File: src/rtl/hazard_control_unit.sv
// Pipeline hazard controller: load-use stall, taken-branch IF_ID flush and ID operand
// forwarding selects, with a small stall/flush FSM and saturating debug counters.
module hazard_control_unit #(
  parameter int unsigned REG_W = 4,
  parameter int unsigned CNT_W = 16
) (
  input  logic             clk,
  input  logic             R,
  input  logic [REG_W-1:0] ID_Rn,
  input  logic [REG_W-1:0] ID_Rm,
  input  logic [REG_W-1:0] ID_Rd,
  input  logic             ID_use_Rn,
  input  logic             ID_use_Rm,
  input  logic             ID_use_Rd,
  input  logic [REG_W-1:0] EX_Rd,
  input  logic [REG_W-1:0] MEM_Rd,
  input  logic [REG_W-1:0] WB_Rd,
  input  logic             EX_RF_enable,
  input  logic             MEM_RF_enable,
  input  logic             WB_RF_enable,
  input  logic             EX_load_instr,
  input  logic             branch_taken,
  output logic             LE_PC,
  output logic             LE_IF_ID,
  output logic             S,
  output logic             IF_ID_flush,
  output logic [1:0]       fwd_A,
  output logic [1:0]       fwd_B,
  output logic [1:0]       fwd_C,
  output logic [1:0]       state,
  output logic [CNT_W-1:0] stall_count,
  output logic [CNT_W-1:0] flush_count
);

  typedef enum logic [1:0] {
    ST_RUN   = 2'b00,
    ST_STALL = 2'b01,
    ST_FLUSH = 2'b10
  } state_t;

  localparam logic [REG_W-1:0] PC_REG  = REG_W'(15);
  localparam logic [CNT_W-1:0] CNT_MAX = {CNT_W{1'b1}};

  localparam logic [1:0] SEL_RF  = 2'b00;
  localparam logic [1:0] SEL_EX  = 2'b01;
  localparam logic [1:0] SEL_MEM = 2'b10;
  localparam logic [1:0] SEL_WB  = 2'b11;

  state_t           r_state;
  state_t           w_next_state;
  logic [CNT_W-1:0] r_stall_count;
  logic [CNT_W-1:0] r_flush_count;

  logic w_a_ex, w_a_mem, w_a_wb;
  logic w_b_ex, w_b_mem, w_b_wb;
  logic w_c_ex, w_c_mem, w_c_wb;
  logic w_lu;
  logic w_bf;
  logic [1:0] w_fwd_a, w_fwd_b, w_fwd_c;

  // R15 is the PC: it never produces a match, so it neither forwards nor stalls
  function automatic logic f_match(input logic             use_src,
                                   input logic [REG_W-1:0] src,
                                   input logic             rf_en,
                                   input logic [REG_W-1:0] dst);
    return use_src && rf_en && (dst == src) && (src != PC_REG);
  endfunction

  function automatic logic [1:0] f_sel(input logic m_ex, input logic m_mem, input logic m_wb);
    logic [1:0] sel;
    sel = SEL_RF;
    if (m_ex)       sel = SEL_EX;
    else if (m_mem) sel = SEL_MEM;
    else if (m_wb)  sel = SEL_WB;
    return sel;
  endfunction

  assign w_a_ex  = f_match(ID_use_Rn, ID_Rn, EX_RF_enable,  EX_Rd);
  assign w_a_mem = f_match(ID_use_Rn, ID_Rn, MEM_RF_enable, MEM_Rd);
  assign w_a_wb  = f_match(ID_use_Rn, ID_Rn, WB_RF_enable,  WB_Rd);
  assign w_b_ex  = f_match(ID_use_Rm, ID_Rm, EX_RF_enable,  EX_Rd);
  assign w_b_mem = f_match(ID_use_Rm, ID_Rm, MEM_RF_enable, MEM_Rd);
  assign w_b_wb  = f_match(ID_use_Rm, ID_Rm, WB_RF_enable,  WB_Rd);
  assign w_c_ex  = f_match(ID_use_Rd, ID_Rd, EX_RF_enable,  EX_Rd);
  assign w_c_mem = f_match(ID_use_Rd, ID_Rd, MEM_RF_enable, MEM_Rd);
  assign w_c_wb  = f_match(ID_use_Rd, ID_Rd, WB_RF_enable,  WB_Rd);

  assign w_fwd_a = f_sel(w_a_ex, w_a_mem, w_a_wb);
  assign w_fwd_b = f_sel(w_b_ex, w_b_mem, w_b_wb);
  assign w_fwd_c = f_sel(w_c_ex, w_c_mem, w_c_wb);

  // Stall wins over a simultaneous branch; FLUSH masks a stale branch_taken
  assign w_lu = EX_load_instr && (w_a_ex || w_b_ex || w_c_ex);
  assign w_bf = branch_taken && (r_state != ST_FLUSH) && !w_lu;

  always_ff @(posedge clk or negedge R) begin
    if (!R) r_state <= ST_RUN;
    else    r_state <= w_next_state;
  end

  always_comb begin
    w_next_state = ST_RUN;
    LE_PC        = 1'b1;
    LE_IF_ID     = 1'b1;
    S            = 1'b0;
    IF_ID_flush  = 1'b0;
    fwd_A        = w_fwd_a;
    fwd_B        = w_fwd_b;
    fwd_C        = w_fwd_c;

    if (w_lu) begin
      w_next_state = ST_STALL;
      LE_PC        = 1'b0;
      LE_IF_ID     = 1'b0;
      S            = 1'b1;
    end else if (w_bf) begin
      w_next_state = ST_FLUSH;
      IF_ID_flush  = 1'b1;
    end

    // While reset is held the pipeline front end is frozen with a NOP injected
    if (!R) begin
      w_next_state = ST_RUN;
      LE_PC        = 1'b0;
      LE_IF_ID     = 1'b0;
      S            = 1'b1;
      IF_ID_flush  = 1'b0;
      fwd_A        = SEL_RF;
      fwd_B        = SEL_RF;
      fwd_C        = SEL_RF;
    end
  end

  always_ff @(posedge clk or negedge R) begin
    if (!R) begin
      r_stall_count <= '0;
      r_flush_count <= '0;
    end else begin
      if (w_lu && (r_stall_count != CNT_MAX)) r_stall_count <= r_stall_count + CNT_W'(1);
      if (w_bf && (r_flush_count != CNT_MAX)) r_flush_count <= r_flush_count + CNT_W'(1);
    end
  end

  assign state       = r_state;
  assign stall_count = r_stall_count;
  assign flush_count = r_flush_count;

endmodule

File: config.mk
export PLATFORM = sky130hd
export DESIGN_NAME = hazard_control_unit
export DESIGN_NICKNAME = d
export VERILOG_FILES = /design/src/rtl/hazard_control_unit.sv
export SDC_FILE = /design/constraint.sdc
export NUM_CORES = 1
export LEC_CHECK = 0
export BUFFER_PORTS_ARGS = -buffer_cell sky130_fd_sc_hd__clkbuf_2
export CORE_UTILIZATION = 35
export CTS_CLUSTER_DIAMETER = 150
export DETAILED_ROUTE_END_ITERATION = 10
export SYNTH_ARGS = -nofsm -noshare
export SYNTH_HDL_FRONTEND = slang
export SYNTH_SLANG_ARGS = --single-unit
File: constraint.sdc
create_clock -name clk -period 5.6 [get_ports clk]
set_clock_uncertainty 0.05 [all_clocks]
set_input_delay 0.28 -clock clk [delete_from_list [all_inputs] [get_ports clk]]
set_output_delay 0.28 -clock clk [all_outputs]
set_load 0.01 [all_outputs]
## Word-level counts from Yosys, hierarchy flattened

Cells that the tools add are included.

| word-level totals | value |
|---|---|
| flip-flop bits (word level) | 34 |
| input port bits | 34 |
| word-level logic and storage cells | 77 |

| cells by class | value |
|---|---|
| add/subtract/negate cells | 2 |
| equality and inequality tests | 15 |
| multiplexer cells | 22 |
| reductions and logical operators | 35 |

Operators by type and width:

| kind | number |
|---|---|
| 4-bit == test | 9 |
| 16-bit by 1-bit adder with 16-bit output (second input constant) | 2 |
| 1-bit logical AND | 32 |
| 16-bit inequality test (second input constant) | 2 |
| 2-bit 2-to-1 mux | 15 |
| 4-bit inequality test (second input constant) | 3 |
| 1-bit 2-to-1 mux | 7 |
| 1-bit logical OR | 2 |
| 2-bit inequality test (second input constant) | 1 |
| 1-bit zero test | 1 |

## Logic depth before layout (Yosys ltp)

| depth | value |
|---|---|
| depth in word-level cells | 11 |
| gate-level depth with buffers | 10 |

## Worst setup path after synthesis

Ideal clock, no wire load.

| path | value |
|---|---|
| path type | reg-to-reg |
| start | register r_flush_count[0], in the netlist flush_count[0] |
| end | register r_flush_count[1], in the netlist flush_count[1] |
| library setup time | 0.125 ns |
| arrival time | 1.956 ns |
| path slack | 3.469 ns |
| cell stages (with the launch flop) | 10 |
| path buffers | 3 |
| period minus slack after synthesis | 2.131 ns |
| path through | dfrtp_1 -> ha_1 -> nand3_1 -> or2_2 -> buf_2 -> nor3_1 -> or4_4 -> buf_6 -> buf_8 -> mux2_2 |

| between the ends | value |
|---|---|
| cells in the longest elaborated chain, start to end | 2 |
| elaborated cells on any way between the ends | 3 |

Ends and longest elaborated chain:

| item | line | RTL |
|---|---|---|
| start, declared | 52 | `logic [CNT_W-1:0] r_flush_count;` |
| start signal, assigned | 140 | `if (w_bf && (r_flush_count != CNT_MAX)) r_flush_count <= r_flush_count + CNT_W'(1);` |
| parallel branches: the longest is 2 deep, another holds 16-bit by 1-bit adder with 16-bit output | n/a |  |

Parallel ways; which one is timed is not known.
A chain may end at the register's enable or synchronous reset.

## Worst setup path after layout

| path | value |
|---|---|
| start | input port ID_Rn[2] |
| end | output port IF_ID_flush |

| between the ends | value |
|---|---|
| cells in the longest elaborated chain, start to end | 11 |
| elaborated cells on any way between the ends | 12 |

Ends and longest elaborated chain:

| item | line | RTL |
|---|---|---|
| start, declared | 9 | `input logic [REG_W-1:0] ID_Rn,` |
| 4-bit == test | 66 | `return use_src && rf_en && (dst == src) && (src != PC_REG);` |
| 1-bit logical AND | 66 |  |
| 1-bit logical AND (*) | 66 |  |
| 1-bit logical OR (*) (2 in a row) | 93 | `assign w_lu = EX_load_instr && (w_a_ex \|\| w_b_ex \|\| w_c_ex);` |
| 1-bit logical AND (*) | 93 |  |
| 1-bit zero test | 94 | `assign w_bf = branch_taken && (r_state != ST_FLUSH) && !w_lu;` |
| 1-bit logical AND | 94 |  |
| 1-bit 2-to-1 mux | 116 | `end else if (w_bf) begin` |
| 1-bit 2-to-1 mux (*) | 111 | `if (w_lu) begin` |
| 1-bit 2-to-1 mux (*) | 122 | `if (!R) begin` |
| end, declared | 26 | `output logic IF_ID_flush,` |

Mark *: on every way between the ends. The rest lies on a longest branch, timed or not.

==> metrics.txt <==
worst slew pin tran=roughly 500 ps; r2r endpoint=flush_count[11]$_DFFE_PN0P_; vias in the first global route=roughly 1700; Residual DRC=0; setup violators final=0; Final Cycle Share=0.3857; Wirelength per Cell=around 13 um; Slew Viols, Final=0; Critical Path Source Type=input port; f_max=~460 MHz; Crit. End Element=output pin; reg2reg setup slack=3450 ps; Hold WS=-4.322 ps; vias per cell=about 5; worst r2r src=flush_count[0]$_DFFE_PN0P_; total of max-cap violations=0; Worst Hold Class=in2async; setup TNS=0 ps; CTS clock-pin slew for the worst setup and hold paths=about 70 ps; PostCTS Resize Cnt=0; routability cong.=0.8968; Post-Syn Nets=266; post-synthesis cell count=230; H-tree depth=2; largest family of logic cells by synthesized area=simple AND/OR/NAND/NOR gates; drt pass-1 iters=4; Top-Level Pins=78; status=finished, violations left; PD cells=253.9 nW/um^2; die area=about 6600 sq um; met2 Usage GRT=0.2483; # port buffers=77; CTS Buf Count=5; antenna violations before repair=0; fraction of the yosys area taken by sequential cells=0.3861; multiplexer share of the synthesized area=0.02499; min cycle time layout=2160 ps; unique cell type count in the Yosys netlist=36; Setup CP Type=in2out; Layout Nets=approximately 350; VDD IR max=about 0.19 mV; worst r2r path cells=7; # rows=28; first-pass GRT wire length=around 7.9 mm; vias after detailed routing=between 1500 and 2000; total power=roughly 0.70 mW; Simple-Gate Fraction of Synth Area=0.2567; layout cells sized above 1=0.3205; failing checks=negative hold slack; unrepaired setup endpoints after global routing=no; Clock Tree Root=clkbuf_8; Skew-Pair Late Insertion Delay=about 280 ps; DR iter-0 viols=70; Starting Density=0.3678; Die Height=about 81 um; pin count of the biggest net entering global routing=43; gr ovfl total=0; DP Wirelength=roughly 4.0 mm; # clock sinks=34; Post-Syn Area per Cell=9.580 sq um; Leak Pwr=1.345 nW; Synth Cell Area=between 2000 and 2500 sq um; Max Buffers Root-to-Sink=2; final hold viol count=8; Die X=just over 80 um; Syn-to-layout area delta=25.16%; CP Max Fanout=5; core area=about 6000 sq um; routing usage on met1=0.2055; most common cell after layout, fill and taps aside=clkbuf_2; CTS tree=done; xor/xnor cell area share of the yosys netlist=0.2425; GRT Resource Usage Total=0.1562; Arr. time, crit path=between 1500 and 2000 ps; Ys Warns=0; FF+latch count, synth=34; met3 Track Usage GR=0.03371; Post CTS Setup Buffer Count=0; Max-slew headroom=0.6673; compound-gate portion of the synthesized area=0.04713; Synth Area in Adders=0.01136; Hold-fix buffers, CTS=0; fin util=0.4603; gr busiest metal=met2; post-route ant nets=0; routed wire length=5.051 mm; ant diodes=0; Req. time, crit path=~5300 ps; commonest non-fill, non-tap cells in the layout=clkbuf_2, dfrtp_1, xnor2_1
[metrics by stage]
step                      cells  setup slack (ps)  area (sq um)
after floorplan             230              3469          2203
after global routing        387              3318          2758
after CTS                   387              3423          2758
after global placement      379              3324          2651
final                       387              3440          2758
after detailed placement    379              3248          2651
[worst max-delay path: stages]
cell,delay [ps]
clkbuf_2,130
xor2_1,170
or4_4,580
a31oi_2,230
nand2b_1,210
nor2_1,90
clkbuf_2,150
[Yosys cell counts]
| library cell | count | area [sq um] |
|---|---|---|
| nor2b_1 | 1 | 6.260 |
| buf_4 | 1 | 7.510 |
| nand4_1 | 9 | 56.30 |
| xnor2_1 | 33 | 289.0 |
| nand3b_1 | 1 | 7.510 |
| mux2i_1 | 1 | 10.01 |
| nor3_1 | 12 | 60.06 |
| buf_2 | 1 | 5.000 |
| mux2_2 | 4 | 45.04 |
| nor2_1 | 14 | 52.55 |
| o21ai_0 | 1 | 5.000 |
| and2_1 | 7 | 43.79 |
| or3_4 | 2 | 22.52 |
| or4_4 | 2 | 22.52 |
| nor3_2 | 4 | 40.04 |
| a21oi_2 | 1 | 8.760 |
| o32a_1 | 1 | 10.01 |
| o211a_1 | 3 | 30.03 |
| and4_1 | 1 | 8.760 |
| buf_8 | 1 | 15.01 |
| dfrtp_1 | 34 | 850.8 |
| nand3_1 | 18 | 90.09 |
| inv_1 | 8 | 30.03 |
| o41ai_1 | 3 | 26.28 |
| ha_1 | 2 | 25.02 |
| a31oi_1 | 1 | 6.260 |
| nand2b_1 | 2 | 12.51 |
| a31oi_2 | 1 | 12.51 |
| buf_6 | 1 | 11.26 |
| nor4_2 | 1 | 12.51 |
| nor4_1 | 4 | 25.02 |
| nand2_1 | 23 | 86.33 |
| xor2_1 | 28 | 245.2 |
| or2_2 | 1 | 6.260 |
| a21oi_1 | 1 | 5.000 |
| and3_1 | 2 | 12.51 |
[power by group]
group | switching [mW] | internal, mW
clock network | 0.0855 | 0.133
logic | 0.0895 | 0.0787
registers | 0.0372 | 0.276
[flip-flops by register name (all words and copies together), names as in the netlist]
signal and flops:
state 2, stall_count 16, flush_count 16
[final cells by class]
type | instances | area, sq um
flip-flops and latches | 34 | 850.8
clock buffers | 7 | 76.32
fillers | 609 | 3233
inverters | 8 | 30.03
repair buffers | 78 | 392.9
clock inverters | 1 | 30.03
well taps | 75 | 93.84
multi-input cells | 184 | 1284
[cells by family (layout without fill, tap and decap cells)]
family                   count (synthesis)  count (layout)
AO/OA/AOI/OAI                           12              12
XOR/XNOR                                61              61
adder cells (fa/ha/maj)                  2               2
buffers and inverters                   12              94
flip-flops                              34              34
multiplexers                             5               5
AND/OR/NAND/NOR                        104             104
[worst max path at each step]
stage                                     from                     endpoint  slack, ps  cells past startpoint
CTS                                   ID_Rn[2]                  IF_ID_flush       3420                      7
finish                                ID_Rn[2]                  IF_ID_flush       3440                      7
global route                          EX_Rd[1]                  IF_ID_flush       3320                      8
global placement                      ID_Rn[2]  stall_count[10]$_DFFE_PN0P_       3320                      7
detailed placement                    ID_Rn[2]  stall_count[10]$_DFFE_PN0P_       3250                      7
floorplan           flush_count[0]$_DFFE_PN0P_   flush_count[1]$_DFFE_PN0P_       3470                      9
[routing by layer]
metal,up-vias,part of all wire
li1,956,-
met2,70,0.47
met4,0,0.015
met1,905,0.46
met5,-,0
met3,8,0.052
Note: power is estimated with default switching activity, not from simulation.
